==> config.mk <==
export PLATFORM = sky130hd
export DESIGN_NAME = exec_mem_latch_flat
export DESIGN_NICKNAME = d
export VERILOG_FILES = /design/src/rtl/exec_mem_latch_if.sv /design/src/rtl/exec_mem_latch.sv /design/src/flat_wrapper.sv
export SDC_FILE = /design/constraint.sdc
export NUM_CORES = 1
export LEC_CHECK = 0
export CORE_MARGIN = 5
export CORE_UTILIZATION = 40
export CTS_CLUSTER_DIAMETER = 100
export DETAILED_ROUTE_END_ITERATION = 12
export GPL_ROUTABILITY_DRIVEN = 0
export PLACE_DENSITY_LB_ADDON = 0.08
export SLEW_MARGIN = 10
export SYNTH_ARGS = -nofsm -noshare
export SYNTH_HDL_FRONTEND = slang
export SYNTH_SLANG_ARGS = --single-unit
==> constraint.sdc <==
create_clock -name clk -period 3.55 [get_ports clk]
set_input_delay 0.71 -clock clk [delete_from_list [all_inputs] [get_ports clk]]
set_output_delay 0.71 -clock clk [all_outputs]
set_load 0.02 [all_outputs]
==> src/rtl/exec_mem_latch_if.sv <==
// E->M boundary bundle: execute-stage inputs, CC/condition outputs and the M-stage register.
// The E side drives through the master modport; exec_mem_latch connects to the slave modport.
interface exec_mem_latch_if #(
  parameter int unsigned BIT_WID = 64,
  parameter int unsigned REG_WID = 4
);
  logic               e_valid;
  logic [3:0]         e_icode;
  logic [3:0]         e_ifun;
  logic [2:0]         e_stat;
  logic [BIT_WID-1:0] e_valE;
  logic [BIT_WID-1:0] e_valA;
  logic [REG_WID-1:0] e_dstE;
  logic [REG_WID-1:0] e_dstM;
  logic [3:0]         alu_cc;
  logic               e_set_cc;
  logic               m_exc;
  logic               m_stall;
  logic               m_bubble;

  logic [3:0]         cc_q;
  logic               e_cnd;

  logic               M_valid;
  logic [3:0]         M_icode;
  logic [3:0]         M_ifun;
  logic [2:0]         M_stat;
  logic               M_cnd;
  logic [BIT_WID-1:0] M_valE;
  logic [BIT_WID-1:0] M_valA;
  logic [REG_WID-1:0] M_dstE;
  logic [REG_WID-1:0] M_dstM;

  modport master (
    output e_valid, e_icode, e_ifun, e_stat, e_valE, e_valA, e_dstE, e_dstM,
    output alu_cc, e_set_cc, m_exc, m_stall, m_bubble,
    input  cc_q, e_cnd,
    input  M_valid, M_icode, M_ifun, M_stat, M_cnd, M_valE, M_valA, M_dstE, M_dstM
  );

  modport slave (
    input  e_valid, e_icode, e_ifun, e_stat, e_valE, e_valA, e_dstE, e_dstM,
    input  alu_cc, e_set_cc, m_exc, m_stall, m_bubble,
    output cc_q, e_cnd,
    output M_valid, M_icode, M_ifun, M_stat, M_cnd, M_valE, M_valA, M_dstE, M_dstM
  );
endinterface

==> src/rtl/exec_mem_latch.sv <==
// Y86-64 Execute->Memory boundary: CC register, jXX/cmovXX condition evaluation, M pipeline reg.
// Optional macro COND_UNSIGNED_EN adds unsigned conditions b (ifun 7) and ae (ifun 8).
module exec_mem_latch #(
  parameter int unsigned BIT_WID = 64,
  parameter int unsigned REG_WID = 4
) (
  input  logic           clk,
  input  logic           rst_n,
  exec_mem_latch_if.slave bus
);

  localparam logic [3:0]         IcodeNop  = 4'h1;
  localparam logic [3:0]         IcodeCmov = 4'h2;
  localparam logic [3:0]         IcodeJxx  = 4'h7;
  localparam logic [2:0]         StatBub   = 3'd0;
  localparam logic [2:0]         StatIns   = 3'd4;
  localparam logic [REG_WID-1:0] RNone     = '1;
  localparam logic [3:0]         CcReset   = 4'b0001;

  typedef struct packed {
    logic               valid;
    logic [3:0]         icode;
    logic [3:0]         ifun;
    logic [2:0]         stat;
    logic               cnd;
    logic [BIT_WID-1:0] val_e;
    logic [BIT_WID-1:0] val_a;
    logic [REG_WID-1:0] dst_e;
    logic [REG_WID-1:0] dst_m;
  } m_reg_t;

  localparam m_reg_t MRegReset = '{
    valid: 1'b0, icode: IcodeNop, ifun: 4'h0, stat: StatBub, cnd: 1'b0,
    val_e: '0, val_a: '0, dst_e: RNone, dst_m: RNone
  };

  logic [3:0] cc_reg_q, cc_reg_d;
  m_reg_t     m_q, m_d, m_load;
  logic       zf, sf, of, sf_xor_of;
  logic       cond_raw, cond_legal, is_cond_instr, ins_fault, cc_we;

  // Conditions read the registered CC only; the ALU flags never bypass into e_cnd.
  always_comb begin
    zf         = cc_reg_q[0];
    sf         = cc_reg_q[1];
    of         = cc_reg_q[2];
    sf_xor_of  = sf ^ of;
    cond_raw   = 1'b0;
    cond_legal = 1'b1;
    case (bus.e_ifun)
      4'h0:    cond_raw = 1'b1;
      4'h1:    cond_raw = sf_xor_of | zf;
      4'h2:    cond_raw = sf_xor_of;
      4'h3:    cond_raw = zf;
      4'h4:    cond_raw = ~zf;
      4'h5:    cond_raw = ~sf_xor_of;
      4'h6:    cond_raw = ~sf_xor_of & ~zf;
`ifdef COND_UNSIGNED_EN
      4'h7:    cond_raw = cc_reg_q[3];
      4'h8:    cond_raw = ~cc_reg_q[3];
`endif
      default: cond_legal = 1'b0;
    endcase
    is_cond_instr = (bus.e_icode == IcodeCmov) || (bus.e_icode == IcodeJxx);
    ins_fault     = is_cond_instr & ~cond_legal;
  end

  always_comb begin
    cc_we    = bus.e_valid & bus.e_set_cc & ~bus.m_exc & ~bus.m_stall & ~bus.m_bubble &
               ~ins_fault;
    cc_reg_d = cc_we ? bus.alu_cc : cc_reg_q;
  end

  always_comb begin
    m_load.valid = 1'b1;
    m_load.icode = bus.e_icode;
    m_load.ifun  = bus.e_ifun;
    m_load.stat  = ins_fault ? StatIns : bus.e_stat;
    m_load.cnd   = cond_raw;
    m_load.val_e = bus.e_valE;
    m_load.val_a = bus.e_valA;
    // A cmov whose condition fails keeps flowing but must not write its destination.
    m_load.dst_e = ((bus.e_icode == IcodeCmov) && !cond_raw) ? RNone : bus.e_dstE;
    m_load.dst_m = bus.e_dstM;

    m_d = m_load;
    if (bus.m_bubble) begin
      m_d = MRegReset;
    end else if (bus.m_stall) begin
      m_d = m_q;
    end else if (!bus.e_valid) begin
      m_d = MRegReset;
    end
  end

  always_ff @(posedge clk or negedge rst_n) begin
    if (!rst_n) begin
      cc_reg_q <= CcReset;
      m_q      <= MRegReset;
    end else begin
      cc_reg_q <= cc_reg_d;
      m_q      <= m_d;
    end
  end

  assign bus.cc_q    = cc_reg_q;
  assign bus.e_cnd   = cond_raw;
  assign bus.M_valid = m_q.valid;
  assign bus.M_icode = m_q.icode;
  assign bus.M_ifun  = m_q.ifun;
  assign bus.M_stat  = m_q.stat;
  assign bus.M_cnd   = m_q.cnd;
  assign bus.M_valE  = m_q.val_e;
  assign bus.M_valA  = m_q.val_a;
  assign bus.M_dstE  = m_q.dst_e;
  assign bus.M_dstM  = m_q.dst_m;

endmodule

==> src/flat_wrapper.sv <==
// flat-port wrapper written by rule: the top's interface ports become plain ports
module exec_mem_latch_flat 
#(
  parameter int unsigned BIT_WID = 64,
  parameter int unsigned REG_WID = 4
)
  (clk, rst_n, bus_e_valid, bus_e_icode, bus_e_ifun, bus_e_stat, bus_e_valE, bus_e_valA, bus_e_dstE, bus_e_dstM, bus_alu_cc, bus_e_set_cc, bus_m_exc, bus_m_stall, bus_m_bubble, bus_cc_q, bus_e_cnd, bus_M_valid, bus_M_icode, bus_M_ifun, bus_M_stat, bus_M_cnd, bus_M_valE, bus_M_valA, bus_M_dstE, bus_M_dstM);
  exec_mem_latch_if #(.BIT_WID(BIT_WID), .REG_WID(REG_WID)) bus_i ();
  input  logic clk;
  input  logic rst_n;
  input wire logic [$bits(bus_i.e_valid)-1:0] bus_e_valid;
  input wire logic [$bits(bus_i.e_icode)-1:0] bus_e_icode;
  input wire logic [$bits(bus_i.e_ifun)-1:0] bus_e_ifun;
  input wire logic [$bits(bus_i.e_stat)-1:0] bus_e_stat;
  input wire logic [$bits(bus_i.e_valE)-1:0] bus_e_valE;
  input wire logic [$bits(bus_i.e_valA)-1:0] bus_e_valA;
  input wire logic [$bits(bus_i.e_dstE)-1:0] bus_e_dstE;
  input wire logic [$bits(bus_i.e_dstM)-1:0] bus_e_dstM;
  input wire logic [$bits(bus_i.alu_cc)-1:0] bus_alu_cc;
  input wire logic [$bits(bus_i.e_set_cc)-1:0] bus_e_set_cc;
  input wire logic [$bits(bus_i.m_exc)-1:0] bus_m_exc;
  input wire logic [$bits(bus_i.m_stall)-1:0] bus_m_stall;
  input wire logic [$bits(bus_i.m_bubble)-1:0] bus_m_bubble;
  output wire logic [$bits(bus_i.cc_q)-1:0] bus_cc_q;
  output wire logic [$bits(bus_i.e_cnd)-1:0] bus_e_cnd;
  output wire logic [$bits(bus_i.M_valid)-1:0] bus_M_valid;
  output wire logic [$bits(bus_i.M_icode)-1:0] bus_M_icode;
  output wire logic [$bits(bus_i.M_ifun)-1:0] bus_M_ifun;
  output wire logic [$bits(bus_i.M_stat)-1:0] bus_M_stat;
  output wire logic [$bits(bus_i.M_cnd)-1:0] bus_M_cnd;
  output wire logic [$bits(bus_i.M_valE)-1:0] bus_M_valE;
  output wire logic [$bits(bus_i.M_valA)-1:0] bus_M_valA;
  output wire logic [$bits(bus_i.M_dstE)-1:0] bus_M_dstE;
  output wire logic [$bits(bus_i.M_dstM)-1:0] bus_M_dstM;
  assign bus_i.e_valid = bus_e_valid;
  assign bus_i.e_icode = bus_e_icode;
  assign bus_i.e_ifun = bus_e_ifun;
  assign bus_i.e_stat = bus_e_stat;
  assign bus_i.e_valE = bus_e_valE;
  assign bus_i.e_valA = bus_e_valA;
  assign bus_i.e_dstE = bus_e_dstE;
  assign bus_i.e_dstM = bus_e_dstM;
  assign bus_i.alu_cc = bus_alu_cc;
  assign bus_i.e_set_cc = bus_e_set_cc;
  assign bus_i.m_exc = bus_m_exc;
  assign bus_i.m_stall = bus_m_stall;
  assign bus_i.m_bubble = bus_m_bubble;
  assign bus_cc_q = bus_i.cc_q;
  assign bus_e_cnd = bus_i.e_cnd;
  assign bus_M_valid = bus_i.M_valid;
  assign bus_M_icode = bus_i.M_icode;
  assign bus_M_ifun = bus_i.M_ifun;
  assign bus_M_stat = bus_i.M_stat;
  assign bus_M_cnd = bus_i.M_cnd;
  assign bus_M_valE = bus_i.M_valE;
  assign bus_M_valA = bus_i.M_valA;
  assign bus_M_dstE = bus_i.M_dstE;
  assign bus_M_dstM = bus_i.M_dstM;
  exec_mem_latch #(.BIT_WID(BIT_WID), .REG_WID(REG_WID)) u_core (.clk(clk), .rst_n(rst_n), .bus(bus_i));
endmodule
---- After elaboration in Yosys (flattened, before gate mapping) ----
Index checks and enable logic that the tools add are counted.
word-level totals
  memories kept ........................... 0
  bits in registers ....................... 153
  memory bits (read-only) ................. 0
  output and inout bits ................... 154
  logic and storage cells ................. 47
  RAM bits ................................ 0
  input bits .............................. 158
  bits in latches ......................... 0
cells by class
  bitwise gates (word level) .............. 16
  shifts and indexed selects .............. 0
  divide/modulo/power cells ............... 0
  multipliers ............................. 0
  equality and inequality tests ........... 9
  add/subtract/negate cells ............... 0
  multiplexer cells ....................... 7
  order comparisons ....................... 0
  reductions and logical operators ........ 5
operators by type and width
  cell                                           count
  two-way mux 149 bit                            3
  == test 4 x 3 -> 1 bit, second input constant  4
  == test 4 x 2 -> 1 bit, second input constant  3
  bitwise AND 1 bit                              7
  NOT 1 bit                                      7
  case mux 1 bit (7 select lines)                1
  OR reduction 7 bit                             1
  == test 4 x 1 -> 1 bit, second input constant  1
  logical NOT 4 bit                              1
  two-way mux 4 bit                              1
  two-way mux 3 bit                              1
  != test 2 x 1 -> 1 bit, second input constant  1
  logical AND 1 bit                              1
  logical NOT 1 bit                              1
  logical OR 1 bit                               1
  two-way mux 1 bit                              1
  OR 1 bit                                       1
  bitwise XOR 1 bit                              1

---- Logic depth before layout (Yosys ltp) ----
  depth in word-level cells ............... 10
  depth in mapped cells ................... 6
  mapped depth without buffers ............ 4

---- Worst setup path before layout ----
Ideal clock, no wire load.
  path kind ............................... input to output
  start ................................... input port bus_e_ifun[2]
  end ..................................... output port bus_e_cnd
  data required time ...................... 2.840 ns
  stages .................................. 3
  path slack .............................. 1.320 ns
  data arrival time ....................... 1.520 ns
  path buffers ............................ 0
  cells stage by stage .................... o211a_1 a211oi_2 and2_1
on the way
  cells in the longest elaborated chain, start to end .. 2
  elaborated cells between the ends (all ways) .. 8
  classes of those cells .................. 6 x eq/ne; 1 x mux; 1 x reduce/logical
ends and longest elaborated chain
  item                                            line                  RTL
  start, declared                                 flat_wrapper.sv:13    input wire logic [$bits(bus_i.e_ifun)-1:0] bus_e_ifun;
  == test 4 x 3 -> 1 bit (tied with other cells)  exec_mem_latch.sv:50  case (bus.e_ifun)
  case mux 1 bit (7 select lines) *               exec_mem_latch.sv:50
  end, declared                                   flat_wrapper.sv:25    output wire logic [$bits(bus_i.e_cnd)-1:0] bus_e_cnd;
Mark *: on every way between the ends. The rest lies on a longest branch, timed or not.

---- Worst setup path after layout ----
  start ................................... input port bus_e_ifun[0]
  end ..................................... output port bus_e_cnd
The elaborated chain is that of the path after synthesis.

==> flow_summary.json <==
{
  "outcome": "finished clean",
  "final_nets": 831,
  "track_usage_pct": 22.01,
  "synth_cell_types": 29,
  "die_y_microns": 127.7,
  "syn_area_sq_um": 5543,
  "overflow": 0,
  "relSlewSlack_pct": 34.12,
  "p_per_area_nw_per_um2": 462.6,
  "synth_warnings": 0,
  "cts_buffer_depth": 2,
  "min_period_over_period_pct": 94.82,
  "setup_viol": 0,
  "io_buffers": 311,
  "worstPathArrival_ns": 2.66,
  "clk_latency_ns": 0.41,
  "critPathMaxFanout": 6,
  "hold_viol_final": 0,
  "grt_pass1_wl_microns": 27680,
  "area_growth_pct": 69.84,
  "clk_pin_slew_ns": 0.06,
  "vdd_drop_max_v": 0.0002778,
  "crit_type": "in -> out",
  "required_ns": 2.84,
  "post-route-cell-area_sq_um": 9414,
  "worstSetupEndpointType": "primary output",
  "die_w_microns": 127.7,
  "finClkSkew_ns": 0.003439,
  "rsz0062_at_grt": "no",
  "holdWs_ns": 0.4279,
  "clock_sinks": 153,
  "drv_cap": 0,
  "synth_seq_cells": 153,
  "post_cts_buffers": 0,
  "ant_nets": 0,
  "synth_top_area_share_pct": 64.56,
  "cts_tree": "done",
  "syn_avg_cell_area_sq_um": 14.98,
  "synth.yosys.seq_area_share_pct": 69.30,
  "antennaDiodeCount": 0,
  "synth_nets": 528,
  "fillers": 1027,
  "yosys-top-cells-area": "dfrtp_1 (65%), a22o_1 (22%), dfstp_2 (4.7%)",
  "period_needed_ns": 3.366,
  "fp-row-count": 43,
  "cp-start-kind": "input pin",
  "fmax_mhz": 297.1,
  "fin_setup_tns_ns": 0,
  "wl_per_cell_microns": 20.86,
  "routed_wirelength_microns": 18070,
  "finish.utilization_pct": 68.62,
  "drive_above_1_share_pct": 7.872,
  "io_pins": 312,
  "vias": 4551,
  "drv_slew": 0,
  "antenna_found_initial": 0,
  "htree_levels": 4,
  "first_iter_violations": 294,
  "initial_utilization_pct": 40.40,
  "worst_slew_pin_slew_ns": 0.9882,
  "drt_pre_antenna_iters": 4,
  "syn_inst": 370,
  "netlist.top_cell.by_area": "dfrtp_1",
  "min-delay-path-class": "in -> async",
  "drc": 0,
  "dp_hpwl_microns": 13010,
  "stdcell_count": 866,
  "vias_per_cell": 5.255,
  "numCtsBuffers": 17,
  "p_leak_uw": 0.004153,
  "placed_cell_area_sq_um": 8808,
  "hold_buffers": 0,
  "grt_pass1_vias": 4884,
  "design.core.area_sq_um": 13720,
  "dp.cells": 834,
  "cts_resized": 0,
  "fp.dieArea_sq_um": 16310,
  "grt_max_degree": 122,
  "cts_root_buf": "clkbuf_16"
}
## synthesized netlist by cell type
| cell | n |
|---|---|
| a211oi_1 | 1 |
| a211oi_2 | 1 |
| a22o_1 | 137 |
| a31oi_1 | 5 |
| a32o_1 | 1 |
| and2_1 | 1 |
| buf_2 | 24 |
| buf_4 | 1 |
| clkbuf_1 | 8 |
| dfrtp_1 | 143 |
| dfstp_2 | 10 |
| inv_1 | 1 |
| mux2_1 | 4 |
| nand2_1 | 5 |
| nand2b_1 | 2 |
| nand3b_4 | 1 |
| nor2_1 | 5 |
| nor2b_1 | 1 |
| nor3_1 | 1 |
| nor3b_2 | 1 |
| o211a_1 | 1 |
| o21ai_0 | 1 |
| o22a_1 | 5 |
| o22ai_1 | 5 |
| o31a_2 | 1 |
| o31ai_1 | 1 |
| or3b_2 | 1 |
| xnor2_1 | 1 |
| xor2_1 | 1 |
## critical path, stage by stage
cell and delay, ns:
clkdlybuf4s50_1 0.50, nor2_1 0.18, a211oi_1 0.08, a211oi_2 0.39, and2_1 0.19, clkdlybuf4s50_1 0.60
## layer usage
metal | global-route usage (%) | share of wire, % | vias up
li1 | - | - | 2035
met1 | 25.90 | 38 | 2259
met2 | 36.64 | 49 | 224
met3 | 8.833 | 10 | 33
met4 | 7.928 | 2.5 | 0
met5 | 0 | 0 | -
## state kept, by name, indices dropped and copies added, names as in the netlist
| signal | count |
|---|---|
| u_core.bus.M_ifun | 4 |
| u_core.bus.cc_q | 4 |
| u_core.bus.M_stat | 3 |
| u_core.bus.M_dstM | 4 |
| u_core.bus.M_cnd | 1 |
| u_core.bus.M_valid | 1 |
| u_core.bus.M_valE | 64 |
| u_core.bus.M_valA | 64 |
| u_core.bus.M_dstE | 4 |
| u_core.bus.M_icode | 4 |
## stage by stage
step,setup WS (ns),total power (uW)
5_1_grt,0.04950,4519
4_1_cts,0.1934,4400
6_report,0.1839,4355
2_1_floorplan,1.320,2131
3_3_place_gp,0.2183,2541
3_5_place_dp,0.2058,2551
## power by group
part / leakage [uW] / internal [uW] / switching (uW) / total, uW
sequential: 0.00205 / 1830 / 45.0 / 1870
clock: 0.000288 / 1140 / 700 / 1840
combinational: 0.00181 / 352 / 293 / 645
## layout by cell type (no fill, tap or decap), drive strengths merged, types with 2 or more instances in the layout
cell type,instances
buf,7
o22ai,5
clkdlybuf4s50,310
bufinv,3
mux2,4
nand2b,2
dfstp,10
nand2,5
clkinvlp,4
dfrtp,143
a211oi,2
nor2,5
clkbuf,20
clkinv,5
o22a,5
a22o,137
a31oi,5
## worst paths after layout
kind | from | cells past startpoint | endpoint | slack (ns)
min in group clk | u_core.bus.M_stat[2]$_DFFE_PN0P_ | 2 | u_core.bus.M_stat[2]$_DFFE_PN0P_ | 0.48
worst max register to register | u_core.bus.cc_q[0]$_DFFE_PN1P_ | 4 | u_core.bus.M_cnd$_DFFE_PN0P_ | 2.09
worst min-delay path | rst_n | 1 | u_core.bus.M_valE[28]$_DFFE_PN0P_ | 0.43
worst max-delay path | bus_e_ifun[0] | 6 | bus_e_cnd | 0.18
max in group asynchronous | rst_n | 2 | u_core.bus.cc_q[0]$_DFFE_PN1P_ | 2.24
worst min register to register | u_core.bus.M_stat[2]$_DFFE_PN0P_ | 2 | u_core.bus.M_stat[2]$_DFFE_PN0P_ | 0.48
## logic make-up (layout without fill, tap and decap cells)
logic type	count (synthesis)	count (layout)	synth area share (%)
AO/OA/AOI/OAI	159	159	24.70
XOR/XNOR	2	2	0.3161
buffers and inverters	34	350	2.912
flip-flops	153	153	69.30
multiplexers	4	4	0.8126
AND/OR/NAND/NOR	18	18	1.964
## area by class of cell
class / instances / area (sq um) / share of cell area, %
multi-input cells: 183 / 1554 / 16.51
well taps: 180 / 225.2 / 2.392
clock inverters: 12 / 148.9 / 1.582
repair buffers: 317 / 3184 / 33.83
clock buffers: 20 / 456.7 / 4.851
flip-flops and latches: 153 / 3841 / 40.80
inverters: 1 / 3.754 / 0.03987
No activity file was read; power rests on OpenSTA's default activity.
